File: config.mk
export PLATFORM = sky130hd
export DESIGN_NAME = adpll_bank_seq
export DESIGN_NICKNAME = d
export VERILOG_FILES = /design/src/rtl/adpll_pkg.sv /design/src/rtl/adpll_lock_trk.sv /design/src/rtl/adpll_bank_seq.sv
export SDC_FILE = /design/constraint.sdc
export NUM_CORES = 1
export LEC_CHECK = 0
export CORE_UTILIZATION = 57
export DETAILED_ROUTE_END_ITERATION = 7
export DONT_BUFFER_PORTS = 1
export PLACE_DENSITY = 0.72
export SLEW_MARGIN = 20
export SYNTH_ARGS = -nofsm -noshare
export SYNTH_HDL_FRONTEND = slang
export SYNTH_SLANG_ARGS = --single-unit
File: constraint.sdc
create_clock -name clk -period 9.63 [get_ports clk]
set_input_delay 2.4075 -clock clk [delete_from_list [all_inputs] [get_ports clk]]
set_output_delay 2.4075 -clock clk [all_outputs]
set_load 0.03 [all_outputs]
File: src/rtl/adpll_pkg.sv
// adpll_pkg: shared definitions for the ADPLL capacitor-bank sequencer.
// Holds the sequencer state encoding, the power-up timing marks and the
// mid-code helper used to park banks that are not being acquired.
package adpll_pkg;

    typedef enum logic [2:0] {
        ST_IDLE,
        ST_PU,
        ST_ACQ,
        ST_SETTLE,
        ST_LOCKED,
        ST_FAIL
    } state_t;

    // Power-up sequence marks, in cycles since entering PU.
    localparam int PU_TDC  = 16;  // TDC power-down released
    localparam int PU_INJ  = 32;  // TDC injection power-down released
    localparam int PU_DONE = 48;  // acquisition begins

    // Offset-binary zero for a BW-bit bank word.
    function automatic int unsigned mid_code(input int bw);
        return 32'd1 << (bw - 1);
    endfunction

endpackage

File: src/rtl/adpll_lock_trk.sv
// adpll_lock_trk: two-candidate lock tracker for one bank acquisition.
// A candidate with count zero is empty and never matches. hit is
// combinational: it rises in the cycle whose sample brings a candidate to
// LOCK_N, so the owner can freeze that sample and clear the tracker at the
// same edge (clear has priority over the update).
module adpll_lock_trk
#(
    parameter int OTWW   = 13,
    parameter int LOCK_N = 8
) (
    input  logic            clk,
    input  logic            rst,
    input  logic            en,
    input  logic            clr,
    input  logic [OTWW-1:0] sample,
    output logic            hit
);
    localparam int CNTW = $clog2(LOCK_N + 1);

    logic [OTWW-1:0] v1, v2;
    logic [CNTW-1:0] c1, c2;
    logic            m1, m2;

    assign m1 = (c1 != '0) && (v1 == sample);
    assign m2 = (c2 != '0) && (v2 == sample);

    // Lock detect on the count the current sample would produce.
    always_comb begin
        if (m1)      hit = (c1 == CNTW'(LOCK_N - 1));
        else if (m2) hit = (c2 == CNTW'(LOCK_N - 1));
        else         hit = (LOCK_N == 1);
    end

    // Candidate update: bump a match, otherwise age candidate1 into slot 2.
    always_ff @(posedge clk or posedge rst) begin
        if (rst) begin
            v1 <= '0;
            v2 <= '0;
            c1 <= '0;
            c2 <= '0;
        end else if (en) begin
            if (clr) begin
                v1 <= '0;
                v2 <= '0;
                c1 <= '0;
                c2 <= '0;
            end else if (m1) begin
                c1 <= c1 + CNTW'(1);
            end else if (m2) begin
                c2 <= c2 + CNTW'(1);
            end else begin
                v2 <= v1;
                c2 <= c1;
                v1 <= sample;
                c1 <= CNTW'(1);
            end
        end
    end

endmodule

File: src/rtl/adpll_bank_seq.sv
// adpll_bank_seq: coarse-to-fine DCO capacitor bank acquisition sequencer.
// Powers up the DCO/TDC, then steers the saturated tuning word into one bank
// at a time until the lock tracker sees a stable value, freezes it, and moves
// to the next finer bank. The finest bank stays live through SETTLE/LOCKED.
// Optional macro ADPLL_LOCK_LOSS_EN: in LOCKED, four consecutive off-centre
// tuning words drop lock and restart acquisition on the second-finest bank.
module adpll_bank_seq
    import adpll_pkg::*;
#(
    parameter int NBANK      = 3,
    parameter int BW         = 8,
    parameter int OTWW       = 13,
    parameter int LOCK_N     = 8,
    parameter int SETTLE_CYC = 480,
    parameter int TMO_CYC    = 4095
) (
    input  logic                                       clk,
    input  logic                                       rst,
    input  logic                                       en,
    input  logic                                       start,
    input  logic [OTWW-1:0]                            otw,
    output logic [NBANK*BW-1:0]                        bank_word,
    output logic [((NBANK > 1) ? $clog2(NBANK) : 1)-1:0] active_bank,
    output logic                                       dco_pd,
    output logic                                       tdc_pd,
    output logic                                       tdc_pd_inj,
    output logic                                       rst_accum,
    output logic                                       channel_lock,
    output logic                                       cal_fail
);
    localparam int AW   = (NBANK > 1) ? $clog2(NBANK) : 1;
    localparam int CM1  = (TMO_CYC > SETTLE_CYC) ? TMO_CYC : SETTLE_CYC;
    localparam int CMAX = (CM1 > PU_DONE) ? CM1 : PU_DONE;
    localparam int CW   = $clog2(CMAX + 1);

    localparam logic [BW-1:0]          MID     = BW'(mid_code(BW));
    localparam logic signed [OTWW-1:0] SAT_HI  = OTWW'(2**(BW-1) - 1);
    localparam logic signed [OTWW-1:0] SAT_LO  = OTWW'(-(2**(BW-1)));
    localparam logic [AW-1:0]          LAST    = AW'(NBANK - 1);
    localparam logic [AW-1:0]          LL_BANK = (NBANK > 1) ? AW'(NBANK - 2) : '0;

    state_t                  state, state_d;
    logic [CW-1:0]           cnt, cnt_d;
    logic [NBANK-1:0][BW-1:0] frozen;
    logic signed [OTWW-1:0]  otw_s, sat_s;
    logic [BW-1:0]           live_word;
    logic                    live_st, hit, trk_clr;
    logic                    rst_acc_d, freeze, adv, enter_acq, ll_back;

    assign otw_s     = otw;
    assign live_word = {~sat_s[BW-1], sat_s[BW-2:0]};
    assign live_st   = (state == ST_ACQ) || (state == ST_SETTLE) || (state == ST_LOCKED);
    assign trk_clr   = (state != ST_ACQ) || !start || hit;

    // Clamp the tuning word to the signed range of one bank word.
    always_comb begin
        if (otw_s > SAT_HI)      sat_s = SAT_HI;
        else if (otw_s < SAT_LO) sat_s = SAT_LO;
        else                     sat_s = otw_s;
    end

    adpll_lock_trk #(.OTWW(OTWW), .LOCK_N(LOCK_N)) u_trk (
        .clk    (clk),
        .rst    (rst),
        .en     (en),
        .clr    (trk_clr),
        .sample (sat_s),
        .hit    (hit)
    );

`ifdef ADPLL_LOCK_LOSS_EN
    localparam logic signed [OTWW-1:0] LL_HI = OTWW'(2**(BW-2));
    localparam logic signed [OTWW-1:0] LL_LO = OTWW'(-(2**(BW-2)));
    logic off_ctr;
    assign off_ctr = (otw_s > LL_HI) || (otw_s < LL_LO);
`endif

    // State register.
    always_ff @(posedge clk or posedge rst) begin
        if (rst)     state <= ST_IDLE;
        else if (en) state <= state_d;
    end

    // Next state, power-downs and datapath strobes; start=0 overrides all.
    always_comb begin
        state_d    = state;
        cnt_d      = cnt + CW'(1);
        rst_acc_d  = 1'b0;
        freeze     = 1'b0;
        adv        = 1'b0;
        enter_acq  = 1'b0;
        ll_back    = 1'b0;
        dco_pd     = 1'b0;
        tdc_pd     = 1'b0;
        tdc_pd_inj = 1'b0;
        case (state)
            ST_IDLE: begin
                dco_pd     = 1'b1;
                tdc_pd     = 1'b1;
                tdc_pd_inj = 1'b1;
                cnt_d      = '0;
                if (start) state_d = ST_PU;
            end
            ST_PU: begin
                tdc_pd     = (cnt < CW'(PU_TDC));
                tdc_pd_inj = (cnt < CW'(PU_INJ));
                // Transition on the last PU count so ACQ and the accumulator
                // clear both appear at count PU_DONE.
                if (cnt == CW'(PU_DONE - 1)) begin
                    state_d   = ST_ACQ;
                    cnt_d     = '0;
                    rst_acc_d = 1'b1;
                    enter_acq = 1'b1;
                end
            end
            ST_ACQ: begin
                if (hit) begin
                    freeze    = 1'b1;
                    rst_acc_d = 1'b1;
                    cnt_d     = '0;
                    if (active_bank == LAST) state_d = ST_SETTLE;
                    else                     adv     = 1'b1;
                end else if (cnt == CW'(TMO_CYC)) begin
                    state_d = ST_FAIL;
                    freeze  = 1'b1;
                    cnt_d   = '0;
                end
            end
            ST_SETTLE: begin
                if (cnt == CW'(SETTLE_CYC - 1)) begin
                    state_d = ST_LOCKED;
                    cnt_d   = '0;
                end
            end
            ST_LOCKED: begin
`ifdef ADPLL_LOCK_LOSS_EN
                // cnt tracks consecutive off-centre samples here.
                if (off_ctr) begin
                    if (cnt == CW'(3)) begin
                        state_d   = ST_ACQ;
                        cnt_d     = '0;
                        rst_acc_d = 1'b1;
                        ll_back   = 1'b1;
                    end
                end else begin
                    cnt_d = '0;
                end
`else
                cnt_d = '0;
`endif
            end
            ST_FAIL: cnt_d = '0;
            default: state_d = ST_IDLE;
        endcase
        if (!start) begin
            state_d   = ST_IDLE;
            cnt_d     = '0;
            rst_acc_d = 1'b0;
            adv       = 1'b0;
            enter_acq = 1'b0;
            ll_back   = 1'b0;
            freeze    = live_st;
        end
    end

    // Counters, bank storage and active bank pointer.
    always_ff @(posedge clk or posedge rst) begin
        if (rst) begin
            cnt         <= '0;
            active_bank <= '0;
            frozen      <= {NBANK{MID}};
        end else if (en) begin
            cnt <= cnt_d;
            if (enter_acq) begin
                frozen      <= {NBANK{MID}};
                active_bank <= '0;
            end
            if (freeze) frozen[active_bank] <= live_word;
            if (adv)    active_bank <= active_bank + AW'(1);
            if (ll_back) begin
                active_bank <= LL_BANK;
                for (int k = 0; k < NBANK; k++)
                    if (AW'(k) > LL_BANK) frozen[k] <= MID;
            end
        end
    end

    // Accumulator clear is a strict one-cycle pulse, even across en=0.
    always_ff @(posedge clk or posedge rst) begin
        if (rst) rst_accum <= 1'b0;
        else     rst_accum <= en && rst_acc_d;
    end

    // Bank outputs: the active bank follows otw while live, others frozen.
    always_comb begin
        for (int k = 0; k < NBANK; k++)
            bank_word[k*BW +: BW] = (live_st && active_bank == AW'(k)) ? live_word : frozen[k];
    end

    assign channel_lock = (state == ST_LOCKED);
    assign cal_fail     = (state == ST_FAIL);

endmodule

==> flow_summary.toml <==
[route]
wl_mm = 11.64
drt-initial-drc-count = 354
drc = 0
dr.pass1.iters = 5
vias = 4376
viasPerCell = 6.278
ant_nets = 0
wire_per_inst_um = 16.71

[timing]
timing.fmax_mhz = 138.1
rsz0062_at_grt = "false"
drv_slew = 0
finClkSkew_ns = 0.01394
slew_headroom_pct = 27.20
setup_tns_ns = 0
finalSetupViolCount = 0
fin_crit_ns = 7.241
hold_violations = 0
period_share_pct = 75.19
worst_slew_pin_slew_ns = 1.089

[power]
powerDensity_nw_per_um2 = 179.0
leakagePower_nw = 2.099
ir_drop_mv = 0.1518

[global_routing]
gr-total-overflow = 0
grt_antenna_before_repair = 1
grt_pass1_vias = 3812
grt_pass1_wl_mm = 18.51
grt_max_degree = 77
grt_usage_pct = 25.80

[clock_network]
clock_latency_ns = 0.36
cts_hold_buf = 0
cts_buffers = 9
cts-resized-gates = 0
root_buffer = "clkbuf_8"
post_cts_buffers = 0
htreeDepth = 3
clock-sinks = 76
clk_pin_slew_ns = 0.08
cts_tree = "done"
cts_buffer_depth = 2

[floorplan]
num_rows = 34
fp.dieW_um = 96.34
die_area_um2 = 9280
io_pins = 49
start_util_pct = 58.45
core-area_um2 = 8678
die_y_um = 96.34

[setup_path]
path_class = "in2out"
crit_path_start_kind = "input pin"
cp-end-kind = "output port"
path_buf_inv = 0
crit_path_top_delay_cell = "o21ai_0"
crit_arrival_ns = 4.83
worst-path-max-fanout = 29
path_cells = "and4_1 > nand3_1 > ha_1 > nor2b_1 > nor2_1 > o21ai_0"
cp_top_family = "simple AND/OR/NAND/NOR gates"
crit_required_ns = 7.22
slowest_delay_ns = 0.82

[logic_synthesis]
synth-edff-count = 0
synth_compound_area_share_pct = 20.92
synth_mux_area_share_pct = 5.747
ys.warnings.count = 0
synthAdderAreaFrac_pct = 2.220
ys.flop_type = "dfrtp_1"
synthesis.nets = 630
synthArstFlopShare_pct = 100.0
synth_seq_area_share_pct = 37.57
netlist_instances = 604
syn_avg_cell_area_um2 = 8.398
syn_area_um2 = 5072
yosys.area_share.xor_xnor_pct = 1.381
ys_types = 72
synth-simple-area-share_pct = 26.64
synth_top_family_by_area = "simple AND/OR/NAND/NOR gates"
ys_seq_elements = 76

[hold_path]
hp-class = "reg2reg"

[final_layout]
layout_commonest_cell = "nand2_1"
final_core_util_pct = 60.57
drive_gt1_share_pct = 7.483
area.growth.synth_to_final_pct = 3.626
fin_nets = 609
fillCellCount = 764
most-common-layout-cells = "nand2_1, dfrtp_1, o21ai_0"

[outcome]
outcome = "completed"

[job]
max-cap-violations = 0

[placed_design]
io_buffer_count = 0
gp_congestion = 0.8717
dpl.hpwl_mm = 8.116
==> routing by layer <==
metal  GRT usage, %  part of all wire (%)  vias up
met1          37.05                    47     2085
met4          7.108                   1.1        0
met5              0                     0        -
met3          4.897                   6.4       14
met2          39.78                    46      148
li1               -                     -     2129
==> layout make-up <==
| type | instances | area [um2] | area share (%) |
|---|---|---|---|
| multi-input combinational | 469 | 2893 | 55.03 |
| sequential | 76 | 1906 | 36.25 |
| tap | 108 | 135.1 | 2.571 |
| clock buffer | 9 | 123.9 | 2.357 |
| inverter | 23 | 86.33 | 1.642 |
| clock inverter | 7 | 80.08 | 1.523 |
| timing repair buffer | 4 | 30.03 | 0.5713 |
| antenna | 1 | 2.502 | 0.04761 |
==> path summary, 6_finish.rpt <==
path / start / end / slack (ns) / cells after the start
setup / recovery: otw[8] / bank_word[13] / 2.39 / 6
setup reg to reg: u_trk.v1[3]$_DFFE_PP0P_ / frozen[15]$_DFFE_PP1P_ / 5.75 / 10
hold / removal: u_trk.v1[7]$_DFFE_PP0P_ / u_trk.v1[7]$_DFFE_PP0P_ / 0.50 / 2
min in group asynchronous: rst / active_bank[0]$_DFFE_PP0P_ / 2.21 / 2
max in group asynchronous: rst / frozen[2]$_DFFE_PP0P_ / 6.76 / 2
hold reg to reg: u_trk.v1[7]$_DFFE_PP0P_ / u_trk.v1[7]$_DFFE_PP0P_ / 0.50 / 2
==> state kept, by name, summed over array words and instances (netlist names) <==
signal and flops:
cnt 12, frozen 24, state 3, u_trk.v2 13
u_trk.c1 4, u_trk.c2 4, rst_accum 1, u_trk.v1 13
active_bank 2
==> tightest hold or removal path, cell delays in order (launching register included) <==
cell and delay, ns:
dfrtp_1 0.35, nand2_1 0.05, o21ai_1 0.06
==> metrics by stage <==
stage	std cells	hold WS [ns]	instance area [um2]	setup WS (ns)	total power, mW
5_1_grt	696	0.5064	5254	2.138	0.9909
2_1_floorplan	604	0.4544	5072	2.754	0.6394
4_1_cts	696	0.4944	5254	2.407	0.9427
3_5_place_dp	680	0.4756	5050	2.408	0.6857
3_3_place_gp	680	0.4672	5050	2.488	0.6775
6_report	697	0.5007	5256	2.389	0.9407
==> synthesized netlist by cell type, types with 4 or more instances <==
master | n | area share (%)
buf_4 | 7 | 1.0
nand3b_1 | 5 | 0.74
and2_1 | 4 | 0.49
xnor2_1 | 5 | 0.86
a211oi_1 | 4 | 0.59
a22o_1 | 7 | 1.2
o211ai_1 | 4 | 0.59
or2_2 | 4 | 0.49
o21a_1 | 4 | 0.59
nand4_1 | 14 | 1.7
nand4b_1 | 5 | 0.86
nor2_1 | 34 | 2.5
o21ai_0 | 40 | 3.9
nand3_1 | 17 | 1.7
o21ai_1 | 18 | 1.8
a21o_1 | 5 | 0.74
o31ai_1 | 17 | 2.5
nor2b_1 | 21 | 2.6
inv_1 | 23 | 1.7
dfrtp_1 | 73 | 36
a31oi_1 | 9 | 1.1
buf_2 | 8 | 0.79
nor3_1 | 11 | 1.1
mux2i_1 | 28 | 5.5
ha_1 | 9 | 2.2
nand2_1 | 118 | 8.7
nand2b_1 | 7 | 0.86
clkbuf_1 | 18 | 1.3
a21oi_1 | 15 | 1.5
==> report_power, final <==
part	internal [mW]	switching, mW	leakage [nW]	total [mW]
logic	0.0736	0.207	0.977	0.281
registers	0.356	0.0447	1.03	0.401
clock network	0.123	0.135	0.0973	0.259
==> cells by family (layout without fill, tap and decap cells) <==
| logic type | count (synthesis) | after routing |
|---|---|---|
| and+or+nand+nor | 269 | 269 |
| buffers and inverters | 59 | 43 |
| xor gates and xnor gates | 8 | 8 |
| AOI/OAI and AO/OA | 154 | 154 |
| other | 0 | 1 |
| DFF | 76 | 76 |
| adders and majority gates | 9 | 9 |
| muxes | 29 | 29 |
Power figures use the tool's default switching activity.
